<file path="config.mk">
export PLATFORM = sky130hd
export DESIGN_NAME = spi_flash_responder
export DESIGN_NICKNAME = d
export VERILOG_FILES = /design/src/rtl/spi_flash_rsp_pkg.sv /design/src/rtl/spi_flash_rsp_sync.sv /design/src/rtl/spi_flash_responder.sv
export SDC_FILE = /design/constraint.sdc
export NUM_CORES = 2
export LEC_CHECK = 0
export BUFFER_PORTS_ARGS = -buffer_cell sky130_fd_sc_hd__buf_4
export CORE_MARGIN = 3
export CORE_UTILIZATION = 43
export CTS_CLUSTER_DIAMETER = 120
export CTS_CLUSTER_SIZE = 40
export DETAILED_ROUTE_END_ITERATION = 10
export PLACE_DENSITY = 0.63
export SYNTH_ARGS = -nofsm -noshare
export SYNTH_HDL_FRONTEND = slang
export SYNTH_SLANG_ARGS = --single-unit
</file>
<file path="constraint.sdc">
create_clock -name SYSCLK -period 3.9 [get_ports SYSCLK]
set_input_delay 0.585 -clock SYSCLK [delete_from_list [all_inputs] [get_ports SYSCLK]]
set_output_delay 0.585 -clock SYSCLK [all_outputs]
set_load 0.01 [all_outputs]
</file>
<file path="src/rtl/spi_flash_rsp_pkg.sv">
// rtl/spi_flash_rsp_pkg.sv - shared state encoding and command opcodes for the SPI flash responder
package spi_flash_rsp_pkg;

    typedef enum logic [2:0] {
        ST_IDLE,
        ST_CMD,
        ST_ADDR,
        ST_DUMMY,
        ST_DATA,
        ST_ID,
        ST_STAT,
        ST_IGNORE
    } state_t;

    localparam logic [7:0] CMD_READ      = 8'h03;
    localparam logic [7:0] CMD_RDID      = 8'h9F;
    localparam logic [7:0] CMD_RDSR      = 8'h05;
    localparam logic [7:0] CMD_FAST_READ = 8'h0B;

endpackage

</file>
<file path="src/rtl/spi_flash_rsp_sync.sv">
// rtl/spi_flash_rsp_sync.sv - 2-flop synchronizer with a third flop for rise/fall detection
module spi_flash_rsp_sync #(
    parameter logic INIT = 1'b0
) (
    input  logic clk,
    input  logic resetn,
    input  logic din,
    output logic dout,
    output logic rise,
    output logic fall
);

    logic [2:0] sr;

    always_ff @(posedge clk) begin
        if (!resetn) begin
            sr <= {3{INIT}};
        end else begin
            sr <= {sr[1:0], din};
        end
    end

    assign dout = sr[1];
    assign rise = sr[1] & ~sr[2];
    assign fall = ~sr[1] & sr[2];

endmodule

</file>
<file path="src/rtl/spi_flash_responder.sv">
// rtl/spi_flash_responder.sv - SPI mode-0 flash slave (READ/RDID/RDSR); SPI_FLASH_RSP_FAST_READ_EN adds 0x0B
import spi_flash_rsp_pkg::*;

module spi_flash_responder #(
    parameter int          MEM_AW     = 8,
    parameter logic [23:0] JEDEC_ID   = 24'hC22017,
    parameter logic [7:0]  STATUS_VAL = 8'h00
) (
    input  logic              SYSCLK,
    input  logic              NSYSRESET,
    input  logic              SPI_FLASH_SCLK,
    input  logic              SPI_FLASH_SS_N,
    input  logic              SPI_FLASH_SDO,
    output logic              SPI_FLASH_SDI,
    input  logic              mem_we,
    input  logic [MEM_AW-1:0] mem_addr,
    input  logic [7:0]        mem_wdata,
    output logic              cmd_valid,
    output logic [7:0]        cmd_code,
    output logic [15:0]       rd_bytes
);

`ifdef SPI_FLASH_RSP_FAST_READ_EN
    localparam bit FAST_EN = 1'b1;
`else
    localparam bit FAST_EN = 1'b0;
`endif

    logic sclk_s, sclk_rise, sclk_fall;
    logic ss_s, ss_rise, ss_fall;
    logic sdo_s, sdo_rise, sdo_fall;
    logic unused_sync;

    spi_flash_rsp_sync #(.INIT(1'b0)) u_sync_sclk (.clk(SYSCLK), .resetn(NSYSRESET), .din(SPI_FLASH_SCLK),
                                                   .dout(sclk_s), .rise(sclk_rise), .fall(sclk_fall));
    spi_flash_rsp_sync #(.INIT(1'b1)) u_sync_ss   (.clk(SYSCLK), .resetn(NSYSRESET), .din(SPI_FLASH_SS_N),
                                                   .dout(ss_s), .rise(ss_rise), .fall(ss_fall));
    spi_flash_rsp_sync #(.INIT(1'b0)) u_sync_sdo  (.clk(SYSCLK), .resetn(NSYSRESET), .din(SPI_FLASH_SDO),
                                                   .dout(sdo_s), .rise(sdo_rise), .fall(sdo_fall));

    assign unused_sync = ^{sclk_s, sdo_rise, sdo_fall};

    logic [7:0]        mem [0:(1<<MEM_AW)-1];
    state_t            state, nxt;
    logic [2:0]        bit_cnt;
    logic [1:0]        byte_idx;
    logic [7:0]        rx_sr, tx_sr, rx_next;
    logic              sdi_r, active, byte_done;
    logic [MEM_AW-1:0] addr, addr_inc;
    logic [MEM_AW+7:0] addr_shift;

    // A deselect in the same cycle as an SCLK edge wins: the edge is dropped.
    always_comb begin
        active     = (state != ST_IDLE) && !ss_rise;
        rx_next    = {rx_sr[6:0], sdo_s};
        byte_done  = active && sclk_rise && (bit_cnt == 3'd7);
        addr_shift = {addr, rx_next};
        addr_inc   = addr + MEM_AW'(1);
    end

    always_ff @(posedge SYSCLK) begin
        if (mem_we && ss_s) begin
            mem[mem_addr] <= mem_wdata;
        end
    end

    always_ff @(posedge SYSCLK) begin
        if (!NSYSRESET) begin
            state <= ST_IDLE;
        end else begin
            state <= nxt;
        end
    end

    always_comb begin
        nxt = state;
        if (ss_rise) begin
            nxt = ST_IDLE;
        end else if (ss_fall) begin
            nxt = ST_CMD;
        end else if (byte_done) begin
            case (state)
                ST_CMD: begin
                    case (rx_next)
                        CMD_READ:      nxt = ST_ADDR;
                        CMD_RDID:      nxt = ST_ID;
                        CMD_RDSR:      nxt = ST_STAT;
                        CMD_FAST_READ: nxt = FAST_EN ? ST_ADDR : ST_IGNORE;
                        default:       nxt = ST_IGNORE;
                    endcase
                end
                ST_ADDR: begin
                    if (byte_idx == 2'd2) begin
                        nxt = (FAST_EN && cmd_code == CMD_FAST_READ) ? ST_DUMMY : ST_DATA;
                    end
                end
                ST_DUMMY: nxt = ST_DATA;
                default:  nxt = state;
            endcase
        end
    end

    // Next byte is loaded on the completing rising edge; its MSB reaches SDI on the following fall.
    always_ff @(posedge SYSCLK) begin
        if (!NSYSRESET) begin
            bit_cnt   <= 3'd0;
            byte_idx  <= 2'd0;
            rx_sr     <= 8'h00;
            tx_sr     <= 8'hFF;
            sdi_r     <= 1'b1;
            addr      <= '0;
            cmd_valid <= 1'b0;
            cmd_code  <= 8'h00;
            rd_bytes  <= 16'h0000;
        end else begin
            cmd_valid <= 1'b0;
            if (ss_fall) begin
                bit_cnt  <= 3'd0;
                byte_idx <= 2'd0;
                rx_sr    <= 8'h00;
                tx_sr    <= 8'hFF;
                sdi_r    <= 1'b1;
                addr     <= '0;
                rd_bytes <= 16'h0000;
            end else if (ss_rise) begin
                bit_cnt <= 3'd0;
                tx_sr   <= 8'hFF;
                sdi_r   <= 1'b1;
            end else if (active && sclk_rise) begin
                rx_sr   <= rx_next;
                bit_cnt <= bit_cnt + 3'd1;
                if (bit_cnt == 3'd7) begin
                    byte_idx <= (byte_idx == 2'd3) ? 2'd3 : byte_idx + 2'd1;
                    case (state)
                        ST_CMD: begin
                            cmd_valid <= 1'b1;
                            cmd_code  <= rx_next;
                            byte_idx  <= 2'd0;
                            case (rx_next)
                                CMD_RDID: begin
                                    tx_sr    <= JEDEC_ID[23:16];
                                    byte_idx <= 2'd1;
                                end
                                CMD_RDSR: tx_sr <= STATUS_VAL;
                                default:  tx_sr <= 8'hFF;
                            endcase
                        end
                        ST_ADDR: begin
                            addr  <= addr_shift[MEM_AW-1:0];
                            tx_sr <= mem[addr_shift[MEM_AW-1:0]];
                        end
                        ST_DUMMY: tx_sr <= mem[addr];
                        ST_DATA: begin
                            addr     <= addr_inc;
                            tx_sr    <= mem[addr_inc];
                            rd_bytes <= (rd_bytes == 16'hFFFF) ? rd_bytes : rd_bytes + 16'd1;
                        end
                        ST_ID: begin
                            case (byte_idx)
                                2'd1:    tx_sr <= JEDEC_ID[15:8];
                                2'd2:    tx_sr <= JEDEC_ID[7:0];
                                default: tx_sr <= 8'hFF;
                            endcase
                        end
                        ST_STAT: tx_sr <= STATUS_VAL;
                        default: tx_sr <= 8'hFF;
                    endcase
                end
            end else if (active && sclk_fall) begin
                sdi_r <= tx_sr[7];
                tx_sr <= {tx_sr[6:0], 1'b1};
            end
        end
    end

    always_comb begin
        SPI_FLASH_SDI = 1'b1;
        if (state == ST_DATA || state == ST_ID || state == ST_STAT) begin
            SPI_FLASH_SDI = sdi_r;
        end
    end

endmodule

</file>
==> impl_results.md <==
* Tcrit/Tclk final at 104%
* Xor/xnor share of the synthesized area at 0.188%
* WP data required at 4620 ps
* CP Launch Type: flop
* Sink Count at 2121
* Vias per inst at about 7.7
* # IOs at 48
* Clock Path Buffers at 3
* Chip width at between 500 and 600 um
* Max-cap violation count at 0
* Netlist cell types at 74
* Starting density of the core at 43.3%
* CTS tree: built
* FF-to-FF path depth at 10
* Worst-Margin Slew at between 1000 and 1500 ps
* Status: finished with violations
* Port-buffer cells at 47
* Fin Clk Skew at between 50 and 60 ps
* Simple-Gate Fraction of Synth Area at under 10%
* Worst EP arrival at approximately 4800 ps
* CP Class: reg2reg
* R2R Setup Slk at -160 ps
* Gr usage total at roughly two fifths
* Post-route cell area at 131000 sq um
* FFs w/ async S/R, synth at 0%
* Total gr overflow at 0
* Layout cells sized above 1 at between 30% and 40%
* Adder-Cell Fraction of Synth Area at less than 1%
* Main synth FF type: edfxtp_1
* Largest net degree at the start of global routing at 164
* DRT iter0 DRCs at approximately 17000
* Post-Place Cell Area at between 100000 and 150000 sq um
* Top-count cell post-synth: edfxtp_1
* Yosys reg bits at about 2100
* Reg2reg end: tx_sr[6]
* Final hold slack at approximately 43 ps
* Dpl hpwl at a little under 400000 um
* Slew Viols, Final at 0
* Antenna Nets Post-Route at 0
* Avg Cell Area, Syn at roughly 17 sq um
* Initial antenna violation count at slightly above 60
* Post-Synthesis Cells at around 6700
* Slew HR at 4.85%
* Residual DRC at 0
* First-pass GRT wire length at roughly 730000 um
* Syn. warnings at 0
* CTS root buffer: clkbuf_16
* Top-area cell type share of the netlist area at between 50 and 60%
* Synth cell count leaders: edfxtp_1, mux4_2, nor2_1
* Crit end category: flop
* Final wirelength at roughly 550000 um
* VDD IR-drop max at about 0.28 mV
* Chip height at around 530 um
* Worst hold path class: in2reg
* Placer congestion estimate at 1.05
* Mux cell area share after synthesis at between 30% and 40%
* Pre-CTS WS at -338 ps
* Worst Setup EP: tx_sr[6]
* Main combinational cell family by area after synthesis: multiplexers
* Die area at between 200000 and 300000 sq um
* EDFF count, synth at between 2000 and 2500
* CTS buffer count at approximately 70
* Core Box Area at between 200000 and 300000 sq um
* Clock Latency Late Sink at roughly 850 ps
* Violated checks: negative setup slack
* Syn_nets at around 6800
* DRT Pass-1 Iters at 8
* Area Growth Syn to Fin at 12.6%
* Vias in the first global route at about 79000
* Post-Syn Area at 116000 sq um
* Seq/Total Area, Yosys at between 50% and 60%
* Fin util at 48.7%
* Largest area contributor in the netlist: edfxtp_1
* Top cells by area, synth: edfxtp_1, mux4_2, mux2i_1, nor2_1, dfxtp_1
* Clock-pin slew on the worst setup and hold paths at around 160 ps
* Worst setup margin at -161 ps
* Final setup violating endpoints at 5
* Total number of vias at roughly 84000
* Power Density at approximately 280 nW/um^2
* Core Rows at between 150 and 200
* Tmin final at 4060 ps
* Max frequency at approximately 250 MHz
* Leak at approximately 0.039 uW
* Fin nets at about 7400
* Compound-gate portion of the synthesized area at under 10%
* Final hold violations at 0
* Avg WL per Cell at between 40 and 50 um
* RSZ-0062 raised after global routing: false
* CTS HTree Levels at 3
* Worst Path Max Fanout at 8
==> power breakdown <==
| part | leakage [uW] | internal [uW] | switching, uW |
|---|---|---|---|
| logic | 0.0188 | 312 | 876 |
| registers | 0.0190 | 25000 | 21.4 |
| clock network | 0.00102 | 3500 | 7530 |
| total | 0.0388 | 28800 | 8430 |
==> per-layer routing <==
metal  up-vias  global-route usage (%)  routed length [um]
met1     44000                    50.8              186000
met2      8606                    54.6              229000
met5         -                       0                 406
li1      30100                       -                   -
met4        36                    23.1               41200
met3      1620                    15.8               89500
==> per-stage QoR <==
stage	TNS, ps	cells	power (uW)
global placement	-1500	10800	26600
finish	-507	11000	37200
CTS	0	10900	37100
detailed placement	-891	10800	26600
floorplan	0	6727	25900
global route	0	10900	37900
==> sequential cells by signal, summed over array words and instances (netlist names), named ones only <==
register        count
rd_bytes           16
rx_sr               7
byte_idx            2
tx_sr               8
mem              2048
addr                8
cmd_code            8
u_sync_sclk.sr      3
u_sync_sdo.sr       2
cmd_valid           1
bit_cnt             3
sdi_r               1
state               3
u_sync_ss.sr        3
==> worst min-delay path by stage <==
| stage | depth (start not counted) | slack [ps] | from | end |
|---|---|---|---|---|
| 6_report | 2 | 40 | NSYSRESET | u_sync_ss.sr[2] |
| 3_5_place_dp | 1 | 390 | u_sync_ss.sr[0] | u_sync_ss.sr[1] |
| 3_3_place_gp | 1 | 400 | u_sync_ss.sr[0] | u_sync_ss.sr[1] |
| 5_1_grt | 2 | 50 | NSYSRESET | u_sync_ss.sr[2] |
| 2_1_floorplan | 1 | 390 | u_sync_ss.sr[0] | u_sync_ss.sr[1] |
| 4_1_cts | 2 | 10 | NSYSRESET | u_sync_ss.sr[2] |
==> final cells by class <==
type                    instances  area, sq um
diodes                         54          135
clock buffers                  76         1770
clock inverters                26          332
fillers                     22200       138000
inverters                      25          105
multi-input cells            3957        50300
flip-flops and latches       2121        63000
well taps                    3552         4440
repair buffers               1167        10500
==> worst max-delay path, cell delays in order (launching register included) <==
cell       delay (ps)
dfxtp_1           600
nor2_1            700
nand2_1           620
buf_4             380
o22ai_1           410
nor4_1            170
buf_4             200
o21ai_2           140
buf_4             200
o2111ai_1         100
o41a_1            430
==> cells in the final DEF, fill, tap and decap left out, drive strengths merged, types with 90 or more instances in the layout <==
master and n:
a22oi 112, edfxtp 2048, nand3 139, nor2 409, nand2 382, mux2i 363, o21ai 90, mux4 1542
buf 1155, a21oi 119
==> timing repair <==
| item | CTS | global route |
|---|---|---|
| hold endpoints to repair | 3 | 0 |
| setup endpoints to repair | 6 | 8 |
| pin swaps | 0 | 2 |
| hold buffers | 3 | 0 |
| gates resized for setup | 12 | 17 |
| buffers inserted | 0 | 9 |
==> cells by family after synthesis <==
kind of cell / after synthesis
compound gates: 791
xor+xnor: 24
fa+ha+maj: 10
buf+inv: 649
flops: 2121
mux: 1925
simple gates: 1207
(Power assumes the default switching activity.)
